--- config.mk ---
export PLATFORM = sky130hd
export DESIGN_NAME = amba_apb_completer
export DESIGN_NICKNAME = d
export VERILOG_FILES = /design/src/rtl/amba_apb_pkg.sv /design/src/rtl/amba_apb_regfile.sv /design/src/rtl/amba_apb_completer.sv
export SDC_FILE = /design/constraint.sdc
export NUM_CORES = 1
export LEC_CHECK = 0
export ABC_AREA = 1
export BUFFER_PORTS_ARGS = -buffer_cell sky130_fd_sc_hd__clkbuf_2
export CAP_MARGIN = 30
export CELL_PAD_IN_SITES_DETAIL_PLACEMENT = 1
export CELL_PAD_IN_SITES_GLOBAL_PLACEMENT = 1
export CORE_AREA = 2 2 142 144
export CTS_CLUSTER_DIAMETER = 50
export DETAILED_ROUTE_END_ITERATION = 8
export DIE_AREA = 0 0 144 146
export PLACE_DENSITY = 0.74
export SLEW_MARGIN = 20
export SYNTH_ARGS = -nofsm -noshare
export SYNTH_HDL_FRONTEND = slang
export SYNTH_SLANG_ARGS = --single-unit
--- constraint.sdc ---
create_clock -name pclk -period 2 [get_ports pclk]
set_clock_uncertainty 0.05 [all_clocks]
set_input_delay 0.3 -clock pclk [delete_from_list [all_inputs] [get_ports pclk]]
set_output_delay 0.3 -clock pclk [all_outputs]
set_load 0.02 [all_outputs]
--- src/rtl/amba_apb_pkg.sv ---
// Shared constants and FSM state encoding for the APB completer slice.
// States are plain localparams so older code can consume the encoding unchanged.
package amba_apb_pkg;

   localparam int unsigned DEF_ADDR_W      = 8;
   localparam int unsigned DEF_DATA_W      = 8;
   localparam int unsigned DEF_DEPTH       = 16;
   localparam int unsigned DEF_WAIT_STATES = 1;
   localparam logic [7:0]  DEF_ID_VALUE    = 8'hA5;

   // Wide enough for the maximum of 15 wait states.
   localparam int unsigned CNT_W = 4;

   typedef logic [1:0] apb_state_t;

   localparam apb_state_t StIdle   = 2'd0;
   localparam apb_state_t StSetup  = 2'd1;
   localparam apb_state_t StAccess = 2'd2;

endpackage

--- src/rtl/amba_apb_regfile.sv ---
// Register storage: one write port with enable, one combinational read port,
// asynchronous active-low clear. Out-of-range reads return zero.
module amba_apb_regfile #(
   parameter int unsigned ADDR_W = 8,
   parameter int unsigned DATA_W = 8,
   parameter int unsigned DEPTH  = 16
) (
   input  logic              clk,
   input  logic              rst_n,
   input  logic              we,
   input  logic [ADDR_W-1:0] waddr,
   input  logic [DATA_W-1:0] wdata,
   input  logic [ADDR_W-1:0] raddr,
   output logic [DATA_W-1:0] rdata
);

   localparam int unsigned     IDX_W     = $clog2(DEPTH);
   localparam logic [ADDR_W:0] DEPTH_EXT = (ADDR_W + 1)'(DEPTH);

   logic [DATA_W-1:0] mem_q [DEPTH];

   always_ff @(posedge clk or negedge rst_n) begin
      if (!rst_n) begin
         for (int i = 0; i < int'(DEPTH); i++) begin
            mem_q[i] <= '0;
         end
      end else if (we && ({1'b0, waddr} < DEPTH_EXT)) begin
         mem_q[waddr[IDX_W-1:0]] <= wdata;
      end
   end

   always_comb begin
      rdata = '0;
      if ({1'b0, raddr} < DEPTH_EXT) begin
         rdata = mem_q[raddr[IDX_W-1:0]];
      end
   end

endmodule

--- src/rtl/amba_apb_completer.sv ---
// APB completer with a small register file, a read-only ID at address 0 and a
// configurable number of wait states. All bus outputs are registered.
module amba_apb_completer
   import amba_apb_pkg::*;
#(
   parameter int unsigned       ADDR_W      = DEF_ADDR_W,
   parameter int unsigned       DATA_W      = DEF_DATA_W,
   parameter int unsigned       DEPTH       = DEF_DEPTH,
   parameter int unsigned       WAIT_STATES = DEF_WAIT_STATES,
   parameter logic [DATA_W-1:0] ID_VALUE    = DATA_W'(DEF_ID_VALUE)
) (
   input  logic              pclk,
   input  logic              preset,
   input  logic              psel,
   input  logic              penable,
   input  logic              pwrite,
   input  logic [ADDR_W-1:0] paddr,
   input  logic [DATA_W-1:0] pwdata,
   output logic [DATA_W-1:0] prdata,
   output logic              pready,
   output logic              pslverr
);

   localparam logic [CNT_W-1:0] WS_CNT    = CNT_W'(WAIT_STATES);
   localparam logic [ADDR_W:0]  DEPTH_EXT = (ADDR_W + 1)'(DEPTH);

   apb_state_t        state_q, state_d;
   logic [CNT_W-1:0]  cnt_q, cnt_d;
   logic [ADDR_W-1:0] addr_q, addr_d;
   logic              write_q, write_d;
   logic [DATA_W-1:0] wdata_q, wdata_d;
   logic              pready_q, pready_d;
   logic              pslverr_q, pslverr_d;
   logic [DATA_W-1:0] prdata_q, prdata_d;

   logic              rf_we;
   logic [DATA_W-1:0] rf_rdata;
   logic [ADDR_W-1:0] resp_addr;
   logic              resp_write;
   logic              resp_err;
   logic              resp_en;
   logic [DATA_W-1:0] rd_val;

   // With zero wait states the response is built on the SETUP edge, before the
   // latched copies exist, so the live bus values feed the response path there.
   assign resp_addr  = (state_q == StIdle) ? paddr  : addr_q;
   assign resp_write = (state_q == StIdle) ? pwrite : write_q;
   assign resp_err   = ({1'b0, resp_addr} >= DEPTH_EXT) || (resp_write && (resp_addr == '0));
   assign rd_val     = (resp_addr == '0) ? ID_VALUE : rf_rdata;

   always_comb begin
      state_d = state_q;
      cnt_d   = cnt_q;
      addr_d  = addr_q;
      write_d = write_q;
      wdata_d = wdata_q;
      resp_en = 1'b0;
      rf_we   = 1'b0;
      case (state_q)
         StIdle: begin
            if (psel && !penable) begin
               state_d = StSetup;
               cnt_d   = '0;
               addr_d  = paddr;
               write_d = pwrite;
               wdata_d = pwdata;
               resp_en = (WS_CNT == '0);
            end
         end
         StSetup, StAccess: begin
            if (!(psel && penable)) begin
               state_d = StIdle;
               cnt_d   = '0;
            end else if (pready_q) begin
               state_d = StIdle;
               cnt_d   = '0;
               rf_we   = write_q && !resp_err;
            end else begin
               state_d = StAccess;
               cnt_d   = cnt_q + 1'b1;
               resp_en = (cnt_d == WS_CNT);
            end
         end
         default: state_d = StIdle;
      endcase
   end

   always_comb begin
      pready_d  = resp_en;
      pslverr_d = resp_en && resp_err;
      prdata_d  = '0;
      if (resp_en && !resp_err && !resp_write) begin
         prdata_d = rd_val;
      end
   end

   always_ff @(posedge pclk or negedge preset) begin
      if (!preset) begin
         state_q   <= StIdle;
         cnt_q     <= '0;
         addr_q    <= '0;
         write_q   <= 1'b0;
         wdata_q   <= '0;
         pready_q  <= 1'b0;
         pslverr_q <= 1'b0;
         prdata_q  <= '0;
      end else begin
         state_q   <= state_d;
         cnt_q     <= cnt_d;
         addr_q    <= addr_d;
         write_q   <= write_d;
         wdata_q   <= wdata_d;
         pready_q  <= pready_d;
         pslverr_q <= pslverr_d;
         prdata_q  <= prdata_d;
      end
   end

   assign pready  = pready_q;
   assign pslverr = pslverr_q;
   assign prdata  = prdata_q;

   amba_apb_regfile #(
      .ADDR_W (ADDR_W),
      .DATA_W (DATA_W),
      .DEPTH  (DEPTH)
   ) u_regfile (
      .clk   (pclk),
      .rst_n (preset),
      .we    (rf_we),
      .waddr (addr_q),
      .wdata (wdata_q),
      .raddr (resp_addr),
      .rdata (rf_rdata)
   );

endmodule

; Word-level counts from Yosys, hierarchy flattened
; Cells that the tools add are included.
[op_classes]
reduce_logical = 19
n_addsub = 1
mux = 25
order_cmp = 6
eq_ne = 4
n_bitwise = 2
[op_table]
columns = operator, count
row1 = 128-bit bitwise mux, 1
row2 = 8-bit 2-to-1 mux, 7
row3 = 8-bit binary-select mux with 4-bit select, 1
row4 = 8-bit demux with 4-bit select, 1
row5 = 8-bit by 5-bit < comparator with 1-bit output (second input constant), 2
row6 = 4-bit 2-to-1 mux, 3
row7 = 5-bit greater-or-equal comparator (second input constant), 2
row8 = 4-bit inverter with 5-bit output, 2
row9 = 1-bit logical AND, 9
row10 = 8-bit by 5-bit greater-or-equal comparator with 1-bit output (second input constant), 1
row11 = 8-bit logical NOT, 1
row12 = 4-bit case mux with 2 select lines, 1
row13 = 1-bit 2-to-1 mux, 7
row14 = 2-bit 2-to-1 mux, 3
row15 = 5-bit by 1-bit < comparator with 1-bit output (second input constant), 1
row16 = 4-bit by 1-bit adder with 4-bit output (second input constant), 1
row17 = 4-bit by 1-bit equality test with 1-bit output (second input constant), 1
row18 = 2-bit case mux with 2 select lines, 1
row19 = 2-bit AND reduction, 2
row20 = 1-bit logical NOT, 3
row21 = 2-bit by 1-bit equality test with 1-bit output (second input constant), 1
row22 = 2-bit equality test (second input constant), 1
row23 = 2-bit logical NOT, 1
row24 = 2-bit by 1-bit != test with 1-bit output (second input constant), 1
row25 = 3 further kinds, 3
[totals]
wordCells = 81
output_inout_bits = 10
register_bits = 161
in_bits = 21

; Logic depth before layout (Yosys ltp)
; Gate-level depths: netlist of the first run.
[logic_depth]
ltp_word = 11
mapped_depth = 15
depth_no_buf = 13

; Modules after synthesis
; A second synthesis of the first run with hierarchy kept.
[unflattened]
hier_cells = 1046
area_unflattened_um2 = 7976.4
[by_module_without_submodules]
columns = mod, seq_area_each_um2, cells_per_inst, n_inst, area_each_um2
row1 = amba_apb_regfile, 3203.1, 824, 1, 6233.5
row2 = amba_apb_completer, 825.8, 222, 1, 1742.9

; Least setup slack after synthesis of the first run
; No wires, ideal clock.
[synth_path]
path_kind = register to register
start = register state_q[0]
end = register u_regfile.mem_q[91] (netlist name)
n_path_buf = 3
path_stages_with_launch = 14
t_required_ns = 1.832
setup_time_ns = 0.118
slack_ns = 0.078
arrival_time_ns = 1.754
period_less_slack_ns = 1.922
cell_sequence = dfrtp_1 > inv_1 > ha_1 > buf_6 > nand2_2 > o21ai_4 > nor2_4 > nand4_2 > nand3_4 > buf_8 > nor2_4 > buf_6 > nand2_1 > o21ai_2
[synth_via]
elab_chain_cells = 11
elab_cells_between_ends = 16
cone_classes = 1 x order compare / 2 x eq/ne / 5 x mux / 8 x reduce/logical
[synth_rtl]
columns = element, line
row1 = from (decl), amba_apb_completer.sv:27  ; apb_state_t state_q, state_d;
row2 = from (signal assigned), amba_apb_completer.sv:99  ; state_q <= StIdle;
row3 = from (signal assigned), amba_apb_completer.sv:108  ; state_q <= state_d;
row4 = branches (longest 9 deep; another with 8-bit by 5-bit greater-or-equal comparator with 1-bit output), n/a
row5 = 1-bit 2-to-1 mux *, amba_apb_completer.sv:59  ; case (state_q)
row6 = 1-bit logical AND *, amba_apb_regfile.sv:27  ; end else if (we && ({1'b0, waddr} < DEPTH_EXT)) begin
row7 = "to (signal, indexed assignment)", amba_apb_regfile.sv:28  ; mem_q[waddr[IDX_W-1:0]] <= wdata;
row8 = to (decl), amba_apb_regfile.sv:20  ; logic [DATA_W-1:0] mem_q [DEPTH];
; Every way passes the cells marked *.
; A chain may end at the register's enable or synchronous reset.

; Final worst setup path of the first run
[layout_path]
start = register state_q[1]
end = register u_regfile.mem_q[28] (netlist name)
; Same word-level chain as after synthesis.

==> impl_metrics.ini, run 1 <==
[drt]
vias = 7765
route.detailed.vias_per_inst = 5.53
post_route_drc = 0
routed_wirelength_um = 29300
detail_route.wl_per_cell_um = 20.9
dr.first_iter.drc_count = 570
detailedRoute.firstPassIterationCount = 5
remaining_antenna_violation_count = 0

[critical_path]
r2r_cells = 10
worstSetupStartpointType = flip-flop
worstPathArrival_ns = 2.44
worst-r2r-setup-slack_ns = -0.18
worst_setup_path_end_kind = flip-flop
startpoint = state_q[1]
timing.critical_path.fanout_max = 14
worstReg2RegStart = state_q[1]
r2r-end = u_regfile.mem_q[28]
worst_path_class_setup = flip-flop to flip-flop
worst_setup_path_end = u_regfile.mem_q[28]
critical_path_required_ns = 2.26

[floorplan]
dieWidth_um = 144
placement_rows = 51
initial_utilization = 0.420
die-area_um2 = 21000
design.core.area_um2 = 19300
ios = 31
floorplan.die.height_um = 146

[clocking]
cts_sinks = 161
cts_max_level = 4
clk_pin_slew_ns = 0.07
maximum_buffer_depth_of_the_clock_tree = 2
clk_latency_worst_skew_pair_ns = 0.43
cts-buffers-inserted = 17
tritoncts = built
clock_root_buffer = clkbuf_16

[yosys]
asyncSetResetFlopFracSynth = 1.00
synth-edff-count = 0
synth_flop_cell = dfrtp_1
yosysWarnings = 0
synth_sequential_area_ratio = 0.497
netlist_cell_types = 32
synth_seq_cells = 161
netlist_area_um2 = 8110
avgSynthCellArea_um2 = 7.81
synth_cells = 1039
syn-num-nets = 1065

[power]
power.switching_mw = 6.22
power.combinational.fraction = 0.505
clock_power_share = 0.236
static-leakage-power_nw = 5.28
ir_drop_worst_vdd_mv = 0.815
p_per_area_nw_per_um2 = 1370
power.share.sequential = 0.258
power_report.internal_total_mw = 8.07
switching_share = 0.435

[cells_and_area]
nNetsFinal = 1153
layout-area-overhead-vs-synth_pct = 28.8
filler_cell_count = 2336
fraction_of_final_layout_cells_sized_beyond_drive_strength_1 = 0.248
final_util = 0.541
insertedDiodeCount = 0

[grt]
grt_usage = 0.273
antenna_found_initial = 0
grt_pass1_vias = 7879
gr-total-overflow = 0
maximum_number_of_pins_on_one_net_before_global_route_repair = 53
grt_first_pass_wirelength_um = 43800

[timing]
final_min_period_over_clock_period = 1.09
setup_repair_after_global_routing_missed_its_margin = yes
final_hold_viol_count = 0
fin_ws_ns = -0.179
finalMaxSlewViolations = 0
timing.final.setup_violations = 131
final.min_clock_period_ns = 2.18
max_freq_ghz = 0.459
worst-slew-pin-transition_ns = 0.531
relative_max_transition_margin = 0.645

[run_status]
outcome = complete, but fails checks
failed_checks = negative setup slack

[placed_design]
detailedPlace.worstSlack_ns = -0.279
routability_congestion_estimate_from_global_placement = 0.847
port_buffers = 30
dp_hpwl_um = 17800

[run]
drv_cap = 0

[min_path]
worst_hold_path_type = primary input to flip-flop
-- critical path: stages, from the launching register on --
cell     delay, ns
dfrtp_1       0.40
inv_2         0.12
ha_4          0.20
buf_6         0.12
nand3_4       0.07
a21oi_4       0.22
nand3_4       0.16
buf_12        0.20
buf_4         0.20
o21ai_0       0.20
nand2_1       0.09
-- sequential cells by signal (all words and copies together), names as in the netlist --
register	flops
addr_q	8
cnt_q	4
prdata	8
pready	1
pslverr	1
state_q	2
u_regfile.mem_q	128
wdata_q	8
write_q	1
-- area by class of cell --
class	count	area, um^2	area share
Timing Repair Buffer	132	1380	0.132
Sequential cell	161	4030	0.385
Clock buffer	21	460	0.0441
Tap cell	265	332	0.0317
Inverter	49	184	0.0176
Clock inverter	9	133	0.0127
Multi-Input combinational cell	766	3930	0.376
-- power by group through the flow --
stage / logic, mW / clock network, mW / registers, mW
floorplan: 3.10 / 0 / 3.63
global placement: 5.57 / 0 / 3.72
detailed placement: 5.66 / 0 / 3.73
CTS: 6.03 / 3.41 / 3.67
global route: 7.66 / 3.57 / 3.71
finish: 7.23 / 3.38 / 3.69
-- worst min-delay path by stage --
stage | cells after the start | startpoint | end | slack, ns
floorplan | 0 | preset | addr_q[0] | -0.05
global placement | 1 | preset | cnt_q[0] | 0.17
detailed placement | 1 | preset | cnt_q[2] | 0.17
CTS | 3 | pwdata[7] | wdata_q[7] | 0.006
global route | 3 | pwdata[5] | wdata_q[5] | 0.03
finish | 3 | pwdata[7] | wdata_q[7] | 0.01
-- metal layers --
metal  GRT usage  share of wire  wire length, um
met1       0.370           0.43            12700
met2       0.451           0.50            14700
met3      0.0369          0.040             1160
met4      0.0912          0.026              753
met5           0              0                0
-- Yosys cell counts, types with 2 or more instances --
cell / number / area (um^2)
nand3b_1: 2 / 15.0
o21ai_1: 23 / 115
clkbuf_1: 19 / 71.3
dfrtp_1: 161 / 4030
o21ai_2: 6 / 52.6
a21oi_1: 24 / 120
ha_1: 5 / 62.6
buf_6: 13 / 146
nor2_4: 14 / 158
nor3_2: 2 / 20.0
nor2_1: 27 / 101
nand2_1: 408 / 1530
buf_2: 27 / 135
inv_1: 48 / 180
nand2_2: 3 / 18.8
o21ai_0: 137 / 686
nand3_1: 105 / 526
-- what timing repair did --
action	4_1_cts	5_1_grt
resized for setup	84	95
setup buffers	7	9
pin swaps	21	14
gates cloned	5	6
setup endpoints to repair	140	143
endpoints found under the hold margin	29	0
hold buffers	1	0
-- logic make-up after synthesis --
family / Yosys count / share of synthesized area
DFF: 161 / 0.497
xor gates and xnor gates: 2 / 0.00216
buffers and inverters: 112 / 0.0716
AOI/OAI and AO/OA: 193 / 0.124
and+or+nand+nor: 566 / 0.298
adders and majority gates: 5 / 0.00771
-- through the flow --
| step | TNS (ns) | hold slack (ns) | area [um^2] | total power [mW] | instances |
|---|---|---|---|---|---|
| 5_1_grt | -21.82 | 0.0315 | 10500 | 14.9 | 1403 |
| 3_3_place_gp | -14.21 | 0.166 | 9020 | 9.29 | 1349 |
| 2_1_floorplan | 0 | -0.0456 | 8110 | 6.73 | 1039 |
| 6_report | -10.24 | 0.0131 | 10500 | 14.3 | 1403 |
| 3_5_place_dp | -24.91 | 0.172 | 9020 | 9.39 | 1349 |
| 4_1_cts | -2.20 | 0.00633 | 10000 | 13.1 | 1392 |
-- cells in the final DEF, fill, tap and decap left out, types with 14 or more instances in the layout --
| cell | instances |
|---|---|
| nand2_2 | 23 |
| nand3_2 | 14 |
| buf_4 | 60 |
| o21ai_2 | 38 |
| o21ai_1 | 39 |
| nand3_1 | 89 |
| inv_1 | 45 |
| nor2_1 | 20 |
| clkbuf_16 | 23 |
| nor2_4 | 18 |
| buf_12 | 19 |
| a21oi_1 | 20 |
| nand2_1 | 382 |
| dfrtp_1 | 161 |
| o21ai_0 | 88 |
| clkbuf_2 | 29 |
(Power assumes the default switching activity.)
==> inputs of run 2 (changes only) <==
--- a/config.mk
+++ b/config.mk
@@ -15,6 +15,7 @@
 export DETAILED_ROUTE_END_ITERATION = 8
 export DIE_AREA = 0 0 144 146
 export PLACE_DENSITY = 0.74
+export SETUP_SLACK_MARGIN = 0.2
 export SLEW_MARGIN = 20
 export SYNTH_ARGS = -nofsm -noshare
 export SYNTH_HDL_FRONTEND = slang
==> run 2 against run 1 <==
The run still ends with negative setup slack left. Final cell count is 1.4% higher. Wire length is 4.9% higher. Flip-flop and latch count stayed put. Sequential power is 1% higher. Fmax is 5.6% lower. Largest power group unchanged.
==> impl_metrics.ini, run 2 (synthesized netlist as in run 1, its figures left out) <==
[grt]
antenna_found_initial = 0
gr-total-overflow = 0
grt_pass1_vias = 8011
maximum_number_of_pins_on_one_net_before_global_route_repair = 48
grt_first_pass_wirelength_um = 45000
grt_usage = 0.285

[clocking]
cts_max_level = 4
cts-buffers-inserted = 17
tritoncts = built
clk_latency_worst_skew_pair_ns = 0.44
maximum_buffer_depth_of_the_clock_tree = 2
cts_sinks = 161
clk_pin_slew_ns = 0.07
clock_root_buffer = clkbuf_16

[cells_and_area]
layout-area-overhead-vs-synth_pct = 31.8
layout_commonest_cell = nand2_1
post_route_standard_cell_area_excluding_fillers_um2 = 10700
final_util = 0.553
nNetsFinal = 1170
largest_register_ff_count = 128
insertedDiodeCount = 0
fraction_of_final_layout_cells_sized_beyond_drive_strength_1 = 0.253
layout.cells.most_common_list = 386 x nand2_1, 161 x dfrtp_1, 91 x nand3_1
regMostFlops = u_regfile.mem_q

[drt]
routed-wl-met2_um = 15400
detailedRoute.firstPassIterationCount = 5
vias = 7881
routed.top_layer = met4
routed_wirelength_um = 30800
route.detailed.vias_per_inst = 5.54
remaining_antenna_violation_count = 0
dr.first_iter.drc_count = 527
route.met3.wl_um = 1560
detail_route.wl_per_cell_um = 21.6
met1Wirelength_um = 12400
post_route_drc = 0

[min_path]
hp-start = pwdata[5]
timing.hold.worst_endpoint = wdata_q[5]
holdPathStages = 3
worst_hold_path_type = primary input to flip-flop

[power]
total_power_mw = 15.1
power.combinational.fraction = 0.525
ir_drop_worst_vdd_mv = 0.854
power_report.internal_total_mw = 8.62
power.switching_mw = 6.45
power.share.sequential = 0.247
p_per_area_nw_per_um2 = 1410
switching_share = 0.428
static-leakage-power_nw = 5.39
clock_power_share = 0.228

[timing]
final.min_clock_period_ns = 2.31
worst-slew-pin-transition_ns = 0.582
finalMaxSlewViolations = 0
final_hold_viol_count = 0
max_freq_ghz = 0.433
final_min_period_over_clock_period = 1.15
hold_slack_ns = 0.0124
setup_repair_after_global_routing_missed_its_margin = yes
timing.final.setup_violations = 136
fin_tns_setup_ns = -24.20
fin_ws_ns = -0.308
relative_max_transition_margin = 0.608

[run_status]
outcome = complete, but fails checks
failed_checks = negative setup slack

[floorplan]
placement_rows = 51
dieWidth_um = 144
floorplan.die.height_um = 146
initial_utilization = 0.420
ios = 31
design.core.area_um2 = 19300
die-area_um2 = 21000

[critical_path]
worstReg2RegStart = state_q[0]
worstSetupStartpointType = flip-flop
r2r_cells = 13
worst_setup_path_end_kind = flip-flop
worst_path_class_setup = flip-flop to flip-flop
worstPathArrival_ns = 2.63
worst-r2r-setup-slack_ns = -0.31
timing.critical_path.fanout_max = 8
critical_path_required_ns = 2.32
r2r-end = u_regfile.mem_q[69]

[placed_design]
routability_congestion_estimate_from_global_placement = 0.900
dp_hpwl_um = 18100
port_buffers = 30
postPlaceCellArea_um2 = 9070

[run]
drv_cap = 0
==> run 2: final cells by class <==
class,instances,area (um^2)
inverter,49,189
multi-input combinational,766,3920
clock inverter,9,131
fill,2250,8640
clock buffer,23,468
sequential,161,4030
tap,265,332
timing repair buffer,149,1630
==> run 2: routing by layer <==
metal,up-vias,GRT usage
met5,-,0
met4,0,0.138
met3,90,0.0500
met2,249,0.476
met1,3955,0.355
li1,3587,-
==> run 2: repair_timing <==
item                                   in CTS  in global routing
gates resized for setup                    69                114
endpoints found under the hold margin      44                  0
gates cloned                                4                  6
hold buffers                                1                  0
setup endpoints to repair                 141                158
buffers inserted                           20                  7
pin swaps                                  28                 26
==> run 2: how the worst max path moves through the flow <==
stage,startpoint,to,slack (ns),cells past startpoint
6_report,state_q[0],u_regfile.mem_q[69],-0.31,13
5_1_grt,state_q[0],u_regfile.mem_q[66],-0.36,13
4_1_cts,state_q[0],u_regfile.mem_q[75],-0.1,13
3_5_place_dp,state_q[0],prdata[1],-0.18,13
3_3_place_gp,state_q[0],prdata[1],-0.18,13
2_1_floorplan,state_q[0],u_regfile.mem_q[91],0.14,13
==> run 2: power by group through the flow <==
stage | logic [mW] | registers [mW] | clock network, mW
finish | 7.92 | 3.73 | 3.43
global route | 8.35 | 3.75 | 3.59
CTS | 7.12 | 3.71 | 3.44
detailed placement | 5.72 | 3.76 | 0
global placement | 5.63 | 3.76 | 0
floorplan | 3.33 | 3.63 | 0
==> run 2: critical path, stage by stage (launching register included) <==
cell and delay (ns):
dfrtp_1 0.40, inv_2 0.09, ha_4 0.23, buf_12 0.15, buf_6 0.11, o21ai_4 0.16
nor2_4 0.06, nand4_4 0.08, nand3_4 0.13, buf_12 0.18, clkbuf_16 0.17, nor2_4 0.22
nand2_1 0.11, nand2_1 0.09
==> run 2: through the flow <==
step	worst slack (ns)	instances
final	-0.308	1422
after CTS	-0.0985	1409
after global placement	-0.177	1352
after detailed placement	-0.177	1352
after global routing	-0.363	1422
after floorplan	0.139	1039
